[src/rtl/cpu_pkg.sv]
// Shared types and constants for the instruction fetch path and the IF/ID pipeline register.
package cpu_pkg;

  localparam logic [5:0]  OPC_HALT     = 6'b111111;
  localparam logic [31:0] INSTR_BUBBLE = 32'h0000_0000;
  localparam logic [31:0] WORD_BYTES   = 32'd4;

  typedef enum logic {
    FETCH  = 1'b0,
    HALTED = 1'b1
  } fetch_state_t;

  typedef struct packed {
    logic        valid;
    logic [31:0] instruction;
    logic [5:0]  control;
    logic [5:0]  func;
    logic [31:0] pc;
    logic [31:0] pc_plus4;
  } if_id_t;

endpackage

[src/rtl/if_id_pipe_reg.sv]
// IF/ID pipeline register: synchronous reset, then flush > load > hold.
module if_id_pipe_reg
  import cpu_pkg::*;
#(
  parameter if_id_t RESET_VAL = '0,
  parameter if_id_t FLUSH_VAL = '0
) (
  input  logic   clk,
  input  logic   rst,
  input  logic   i_load,
  input  logic   i_flush,
  input  if_id_t i_d,
  output if_id_t o_q
);

  if_id_t r_q;

  always_ff @(posedge clk) begin
    if (rst) begin
      r_q <= RESET_VAL;
    end else if (i_flush) begin
      r_q <= FLUSH_VAL;
    end else if (i_load) begin
      r_q <= i_d;
    end
  end

  assign o_q = r_q;

endmodule

[src/rtl/instruction_fetch_unit.sv]
// Fetch stage: owns the PC, presents it to instruction memory, and loads the returned word
// into IF/ID, handling stall hold, redirect with a wrong-path bubble, and halt on a sentinel.
module instruction_fetch_unit
  import cpu_pkg::*;
#(
  parameter logic [31:0] RESET_PC     = 32'h0000_0000,
  parameter logic [5:0]  HALT_OPCODE  = OPC_HALT,
  parameter logic [31:0] BUBBLE_INSTR = INSTR_BUBBLE
) (
  input  logic        clk,
  input  logic        rst,
  input  logic        stall,
  input  logic        redirect_valid,
  input  logic [31:0] redirect_pc,
  output logic [31:0] imem_address,
  input  logic [31:0] imem_instruction,
  input  logic [5:0]  imem_control,
  input  logic [5:0]  imem_func,
  output logic        if_id_valid,
  output logic [31:0] if_id_instruction,
  output logic [5:0]  if_id_control,
  output logic [5:0]  if_id_func,
  output logic [31:0] if_id_pc,
  output logic [31:0] if_id_pc_plus4,
  output logic        halted,
  output logic [31:0] fetch_count
);

  localparam if_id_t L_RESET_ENTRY = '{
    valid: 1'b0, instruction: BUBBLE_INSTR, control: 6'd0, func: 6'd0,
    pc: 32'd0, pc_plus4: 32'd0
  };
  // Wrong-path bubble decodes as the nop word itself, so its fields come from BUBBLE_INSTR.
  localparam if_id_t L_FLUSH_ENTRY = '{
    valid: 1'b0, instruction: BUBBLE_INSTR, control: BUBBLE_INSTR[31:26],
    func: BUBBLE_INSTR[5:0], pc: 32'd0, pc_plus4: 32'd0
  };

  fetch_state_t r_state;
  fetch_state_t w_state_next;
  logic [31:0]  r_pc;
  logic [31:0]  r_fetch_count;
  logic [31:0]  w_pc_plus4;
  logic [31:0]  w_redirect_target;
  logic         w_halt_hit;
  logic         w_fetch;
  logic         w_flush;
  if_id_t       w_fetch_entry;
  if_id_t       w_if_id;

  assign w_pc_plus4        = r_pc + WORD_BYTES;
  assign w_redirect_target = redirect_pc & ~32'h0000_0003;
  assign w_halt_hit        = (imem_control == HALT_OPCODE);

  always_ff @(posedge clk) begin
    if (rst) begin
      r_state <= FETCH;
    end else begin
      r_state <= w_state_next;
    end
  end

  always_comb begin
    w_state_next = r_state;
    case (r_state)
      FETCH: begin
        if (!redirect_valid && !stall && w_halt_hit) begin
          w_state_next = HALTED;
        end
      end
      HALTED: begin
        if (redirect_valid) begin
          w_state_next = FETCH;
        end
      end
      default: w_state_next = FETCH;
    endcase
  end

  // Redirect outranks stall in both states; a halt is only recognised on an unstalled fetch.
  always_comb begin
    w_fetch = 1'b0;
    w_flush = 1'b0;
    case (r_state)
      FETCH: begin
        if (redirect_valid) begin
          w_flush = 1'b1;
        end else if (!stall) begin
          w_flush = w_halt_hit;
          w_fetch = !w_halt_hit;
        end
      end
      HALTED: begin
        w_flush = redirect_valid;
      end
      default: begin
        w_fetch = 1'b0;
        w_flush = 1'b0;
      end
    endcase
  end

  always_ff @(posedge clk) begin
    if (rst) begin
      r_pc <= RESET_PC;
    end else if (redirect_valid) begin
      r_pc <= w_redirect_target;
    end else if (w_fetch) begin
      r_pc <= w_pc_plus4;
    end
  end

  always_ff @(posedge clk) begin
    if (rst) begin
      r_fetch_count <= 32'd0;
    end else if (w_fetch) begin
      r_fetch_count <= r_fetch_count + 32'd1;
    end
  end

  assign w_fetch_entry = '{
    valid: 1'b1, instruction: imem_instruction, control: imem_control,
    func: imem_func, pc: r_pc, pc_plus4: w_pc_plus4
  };

  if_id_pipe_reg #(
    .RESET_VAL (L_RESET_ENTRY),
    .FLUSH_VAL (L_FLUSH_ENTRY)
  ) u_if_id (
    .clk     (clk),
    .rst     (rst),
    .i_load  (w_fetch),
    .i_flush (w_flush),
    .i_d     (w_fetch_entry),
    .o_q     (w_if_id)
  );

  assign imem_address      = r_pc;
  assign if_id_valid       = w_if_id.valid;
  assign if_id_instruction = w_if_id.instruction;
  assign if_id_control     = w_if_id.control;
  assign if_id_func        = w_if_id.func;
  assign if_id_pc          = w_if_id.pc;
  assign if_id_pc_plus4    = w_if_id.pc_plus4;
  assign halted            = (r_state == HALTED);
  assign fetch_count       = r_fetch_count;

endmodule

[config.mk]
export PLATFORM = sky130hd
export DESIGN_NAME = instruction_fetch_unit
export DESIGN_NICKNAME = d
export VERILOG_FILES = /design/src/rtl/cpu_pkg.sv /design/src/rtl/if_id_pipe_reg.sv /design/src/rtl/instruction_fetch_unit.sv
export SDC_FILE = /design/constraint.sdc
export NUM_CORES = 1
export LEC_CHECK = 0
export BUFFER_PORTS_ARGS = -buffer_cell sky130_fd_sc_hd__buf_2
export CAP_MARGIN = 20
export CORE_AREA = 2 2 121 123
export CTS_CLUSTER_DIAMETER = 120
export DETAILED_ROUTE_END_ITERATION = 10
export DIE_AREA = 0 0 123 125
export HOLD_SLACK_MARGIN = 0.03
export PLACE_DENSITY = 0.84
export SLEW_MARGIN = 25
export SYNTH_ARGS = -nofsm -noshare
export SYNTH_HDL_FRONTEND = slang
export SYNTH_SLANG_ARGS = --single-unit
[constraint.sdc]
create_clock -name clk -period 5.6 [get_ports clk]
set_clock_uncertainty 0.1 [all_clocks]
set_input_delay 1.12 -clock clk [delete_from_list [all_inputs] [get_ports clk]]
set_output_delay 1.12 -clock clk [all_outputs]
set_load 0.005 [all_outputs]
==> metrics.txt, run 1 <==
clk slew on worst S/H paths=60 ps; slowest stage delay, CP=780 ps; initial antenna violation count=1; CP Launch Type=input pin; Syn Inst Count=927; GRT Util Overall=25.7%; Final Critical Period=3250 ps; Die X=123 um; Slew headroom=31.6%; port bufs=245; Distinct cells, synth=44; Top-Level Pins=254; ANT cells=0; area grow syn2layout=22.1%; vias in the first global route=6180; first-pass GRT wire length=31200 um; crit-path cells=buf_2 > nor2_1 > o21ai_2 > nor4_2 > a31oi_1 > o31a_1; fin area=0.00906 mm^2; Synth top area share=45.3%; clk buf depth=2; CP arrival=3460 ps; DR iter-0 viols=445; Layout Nets=1180; cts repair resizes=0; Core ar.=0.0142 mm^2; Avg WL per Cell=15.7 um; ys flop type=dfxtp_1; share of synthesized registers carrying an async set or reset=0%; Die Span Y=125 um; Setup-failing EPs final=0; Worst-Skew Late Latency=420 ps; final setup TNS=0 ps; Pwr Density=292 mW/mm^2; Max FO, Critical Path=23; Initial DRT Pass Iterations=5; class of the worst hold path=reg2reg; Initial Util=52.2%; type of the worst setup path=in2reg; total congestion overflow=0; Lkg Pwr=3.65 nW; synthesized area=0.00742 mm^2; area leader, netlist=dfxtp_1; CTS buffer count=17; H-tree depth=4; Via density=5.39; Post-synth EDFFs=0; outcome=finished clean; worst path required time=5810 ps; most numerous cell in the Yosys netlist=nand2_1; Ys Warns=0; CP Capture Type=flop; Routed WL=20300 um; Tightest Pin Transition=1020 ps; via count=6978; Tcrit/Tclk final=58.0%; Routed Antenna Nets=0; DRC=0; slowest CP cell=nor2_1; most common library cells after synthesis=nand2_1, dfxtp_1, a21oi_1; Max Freq=0.308 GHz; max cap viols=0; RSZ-0062 raised after global routing=false; Core Rows=44; CTS root buffer=clkbuf_16; post-detail-place hpwl=13900 um; Max Slew Vio Count=0; Yosys reg bits=168; Synth area leaders=dfxtp_1, nand2_1, a21oi_1; CTS tree=done; Max VDD drop=0.194 mV; GP Congestion=0.835; postcts setup bufs=0; die area=0.0154 mm^2; Fin. Hold Viols=0; Post-CTS Hold Buffers=0; fraction of layout cells with a size suffix above 1=26.6%; DP Area=0.00844 mm^2; sequential share of the synthesized area=45.3%; clk sinks=168; largest net degree at the start of global routing=108; Syn Area/Cell=8.00 um^2
[logic make-up after synthesis]
family,after synthesis,synth area share [%]
adders and majority gates,2,0.337
DFF,168,45.3
and+or+nand+nor,378,23.2
AOI/OAI and AO/OA,193,14.9
xor gates and xnor gates,73,8.62
buffers and inverters,112,7.52
other,1,0.0506
[path summary, 6_finish.rpt]
check / cells after the start / endpoint / from / slack [ps]
setup / recovery: 6 / imem_address[28]$_SDFFE_PP0P_ / stall / 2350
hold / removal: 2 / u_if_id.o_q[67]$_SDFFE_PP0P_ / u_if_id.o_q[67]$_SDFFE_PP0P_ / 350
setup reg to reg: 5 / imem_address[28]$_SDFFE_PP0P_ / halted$_SDFF_PP0_ / 2830
hold reg to reg: 2 / u_if_id.o_q[67]$_SDFFE_PP0P_ / u_if_id.o_q[67]$_SDFFE_PP0P_ / 350
[sequential cells by signal, summed over array words and instances (netlist names)]
signal / flops
fetch_count: 32
halted: 1
imem_address: 30
u_if_id.o_q: 105
[per-layer routing]
metal  vias up  track usage (%)  share of wire, %
li1       3450                -                 -
met1      3225             33.1                43
met2       272             43.1                48
met3        29             6.11               7.6
met4         2             7.02               1.5
met5         -                0             0.054
[power by group]
group / switching [W] / total, W / internal, W
clock: 0.000506 / 0.00117 / 0.000666
combinational: 0.000120 / 0.000205 / 0.0000854
sequential: 0.0000426 / 0.00127 / 0.00123
total: 0.000668 / 0.00265 / 0.00198
[cells in the final DEF (no fill, tap or decap), types with 2 or more instances in the layout]
| master | synthesis | layout |
|---|---|---|
| buf_4 | 36 | 4 |
| o21bai_1 | 3 | 3 |
| bufinv_16 | 0 | 2 |
| clkbuf_16 | 0 | 17 |
| nand3_1 | 12 | 12 |
| nand2_1 | 194 | 194 |
| nand4_1 | 21 | 21 |
| nor3_1 | 26 | 26 |
| o211ai_1 | 3 | 3 |
| and2_1 | 6 | 6 |
| xor2_1 | 18 | 18 |
| a21oi_1 | 110 | 110 |
| nor4_1 | 12 | 12 |
| or4_1 | 4 | 4 |
| o2111a_1 | 2 | 2 |
| o31ai_1 | 3 | 3 |
| inv_1 | 7 | 7 |
| clkinv_2 | 0 | 2 |
| xnor2_1 | 55 | 55 |
| and3_1 | 6 | 6 |
| and4_1 | 7 | 7 |
| or2_2 | 3 | 3 |
| nor2_1 | 68 | 68 |
| a311oi_1 | 7 | 7 |
| conb_1 | 1 | 6 |
| inv_6 | 0 | 5 |
| dfxtp_1 | 168 | 168 |
| o2111ai_1 | 3 | 3 |
| ha_1 | 2 | 2 |
| clkinvlp_4 | 0 | 3 |
| buf_2 | 2 | 245 |
| nor4_2 | 2 | 2 |
| a211oi_1 | 20 | 20 |
| o21ai_0 | 35 | 34 |
| or3_1 | 11 | 11 |
| clkinv_4 | 0 | 2 |
[cell type report]
type                       count  area, um^2
timing repair buffer         251        1290
tap                          184         230
fill                        1251        5150
inverter                       8        30.0
sequential                   168        3360
clock buffer                  17         425
clock inverter                15         165
multi-input combinational    652        3560
[worst max-delay path, delay by kind of cell]
| kind | cells | cell delay [ps] |
|---|---|---|
| and+or+nand+nor | 2 | 1300 |
| AOI/OAI and AO/OA | 3 | 910 |
| buffers and inverters | 1 | 120 |
[stage by stage]
step	std cells	utilization (%)	worst slack (ps)	total power [W]	hold slack, ps
6_report	1295	63.8	2350	0.00265	350
5_1_grt	1295	63.8	2200	0.00275	367
4_1_cts	1294	63.6	2380	0.00266	352
3_5_place_dp	1262	59.4	1900	0.00150	343
3_3_place_gp	1262	59.4	1910	0.00149	338
2_1_floorplan	932	-	2750	0.00142	353
(Power assumes the default switching activity.)
==> run 2: changes to the inputs <==
--- a/config.mk
+++ b/config.mk
@@ -7,12 +7,12 @@
 export LEC_CHECK = 0
 export BUFFER_PORTS_ARGS = -buffer_cell sky130_fd_sc_hd__buf_2
 export CAP_MARGIN = 20
-export CORE_AREA = 2 2 121 123
+export CORE_AREA = 2 2 125 127
 export CTS_CLUSTER_DIAMETER = 120
 export DETAILED_ROUTE_END_ITERATION = 10
-export DIE_AREA = 0 0 123 125
+export DIE_AREA = 0 0 127 129
 export HOLD_SLACK_MARGIN = 0.03
-export PLACE_DENSITY = 0.84
+export PLACE_DENSITY = 0.79
 export SLEW_MARGIN = 25
 export SYNTH_ARGS = -nofsm -noshare
 export SYNTH_HDL_FRONTEND = slang
==> constraint.sdc (replaced) <==
create_clock -name clk -period 3.1 [get_ports clk]
set_clock_uncertainty 0.1 [all_clocks]
set_input_delay 0.62 -clock clk [delete_from_list [all_inputs] [get_ports clk]]
set_output_delay 0.62 -clock clk [all_outputs]
set_load 0.005 [all_outputs]
==> run 2 against run 1 <==
  * Wire length increased by 1.5%
  * Combinational power increased by 89%
  * Largest power group unchanged
  * Cell count increased by 1.2%
  * Largest cell class unchanged
  * Cell area increased by 1.2%
  * Sequential share of layout area decreased by 0.45 points
  * Total power increased by 84%
==> metrics.txt, run 2 (synthesis results as in run 1) <==
Max FO, Critical Path=12; Lkg Pwr=3.73 nW; clk sinks=168; Reg2Reg Setup Slack=660 ps; area grow syn2layout=23.6%; GR Util met2=38.4%; net switching power=0.00123 W; GP Congestion=0.814; Power Total=0.00487 W; most frequent cells in the layout=buf_2, nand2_1, dfxtp_1, a21oi_1, nor2_1; die area=0.0164 mm^2; initial antenna violation count=0; port bufs=245; final core utilization=61.2%; met1 GRT Util=33.0%; Slew headroom=37.0%; Tcrit/Tclk final=78.8%; DRC=0; Initial DRT Pass Iterations=5; Core Rows=45; GRT Util Overall=24.4%; Top-Level Pins=254; Hold Path Origin=redirect_pc[29]; worst r2r src=imem_address[6]$_SDFFE_PP0P_; Initial Util=49.5%; Max Freq=0.410 GHz; DR iter-0 viols=431; commonest non-fill, non-tap cell in the layout=buf_2; final setup TNS=0 ps; slowest stage delay, CP=510 ps; Worst-Skew Late Latency=430 ps; Combinational Power Share=8.0%; Multi-input gate area=0.00355 mm^2; H-tree depth=4; max cap viols=0; Pwr Density=531 mW/mm^2; switching part of the total=25.3%; CP arrival=2650 ps; Reg power frac=47.1%; ANT cells=0; Via density=5.33; Routed Antenna Nets=0; postcts setup bufs=0; clock network power share=45.0%; Max VDD drop=0.349 mV; reg-to-reg critical path endpoint=imem_address[28]$_SDFFE_PP0P_; Avg WL per Cell=15.7 um; class of the worst hold path=in2reg; Routed WL=20600 um; register area=0.00336 mm^2; CTS root buffer=clkbuf_16; Final Critical Period=2440 ps; CTS buffer count=17; total congestion overflow=0; Setup-failing EPs final=0; clk slew on worst S/H paths=70 ps; Fin. Hold Viols=0; RSZ-0062 raised after global routing=false; Layout Nets=1192; Die X=127 um; Die Span Y=129 um; fraction of layout cells with a size suffix above 1=27.2%; outcome=finished clean; fillers=1383; clk buf depth=2; grt met3 use=7.07%; via count=6992; hold depth=3; cts repair resizes=0; slowest CP cell=dfxtp_1; first-pass GRT wire length=31800 um; largest net degree at the start of global routing=107; Tightest Pin Transition=944 ps; vias in the first global route=6090; CP Launch Type=flop; post-detail-place hpwl=14500 um; CTS tree=done; worst path required time=3310 ps; internal power=0.00364 W; Post-CTS Hold Buffers=0; Max Slew Vio Count=0; Reg2Reg Depth=5; max reg flops=105; crit-path cells=and4_1 > nand4_1 > nor4_2 > a31oi_1 > o31a_1; Core ar.=0.0150 mm^2; CP Capture Type=flop; Worst Hold End=imem_address[29]$_SDFFE_PP0P_; gr busiest metal=met2; type of the worst setup path=reg2reg
## run 2: cell count changes in the layout (fill, tap and decap cells not counted), moves of 2 or more
cell,change
inv_6,+3
clkbuf_8,+2
clkinvlp_4,-3
buf_4,+12
## run 2: area by class of cell
| class | instances | area share, % |
|---|---|---|
| Clock buffer | 19 | 4.94 |
| Sequential cell | 168 | 36.7 |
| Multi-Input combinational cell | 652 | 38.7 |
| Tap cell | 188 | 2.57 |
| Clock inverter | 13 | 1.69 |
| Inverter | 8 | 0.328 |
| Timing Repair Buffer | 263 | 15.1 |
## run 2: worst max-delay path by stage
| stage | from | endpoint | depth (start not counted) |
|---|---|---|---|
| final | imem_address[6]$_SDFFE_PP0P_ | imem_address[28]$_SDFFE_PP0P_ | 5 |
| after global routing | imem_address[6]$_SDFFE_PP0P_ | imem_address[28]$_SDFFE_PP0P_ | 5 |
| after CTS | imem_address[6]$_SDFFE_PP0P_ | imem_address[28]$_SDFFE_PP0P_ | 5 |
| after detailed placement | imem_control[2] | fetch_count[11]$_SDFFE_PP0P_ | 6 |
| after global placement | imem_control[2] | fetch_count[11]$_SDFFE_PP0P_ | 6 |
| after floorplan | redirect_valid | u_if_id.o_q[100]$_SDFFE_PP0P_ | 8 |
## run 2: per-layer routing
layer / vias to the layer above / routed length, um
met5: - / 0
met4: 0 / 353
met3: 19 / 1530
met2: 244 / 9340
met1: 3245 / 9430
li1: 3484 / -
## run 2: per-stage QoR
step	cell area, um^2	setup WS (ps)	instances	hold WS [ps]
global placement	8560	347	1279	339
global route	9170	524	1311	296
CTS	9170	672	1311	273
floorplan	7440	746	932	353
finish	9170	658	1311	291
detailed placement	8560	297	1279	343
## run 2: worst max-delay path, delay by kind of cell, from the launching register on
family	cells	cell delay, ps
AOI/OAI and AO/OA	2	380
and+or+nand+nor	3	1350
DFF	1	510
## run 2: power groups by stage
| stage | clock network, W | logic, W | registers (W) |
|---|---|---|---|
| finish | 0.00219 | 0.000387 | 0.00229 |
| global route | 0.00232 | 0.000429 | 0.00230 |
| CTS | 0.00222 | 0.000389 | 0.00229 |
| detailed placement | 0 | 0.000387 | 0.00234 |
| global placement | 0 | 0.000383 | 0.00234 |
| floorplan | 0 | 0.000257 | 0.00231 |
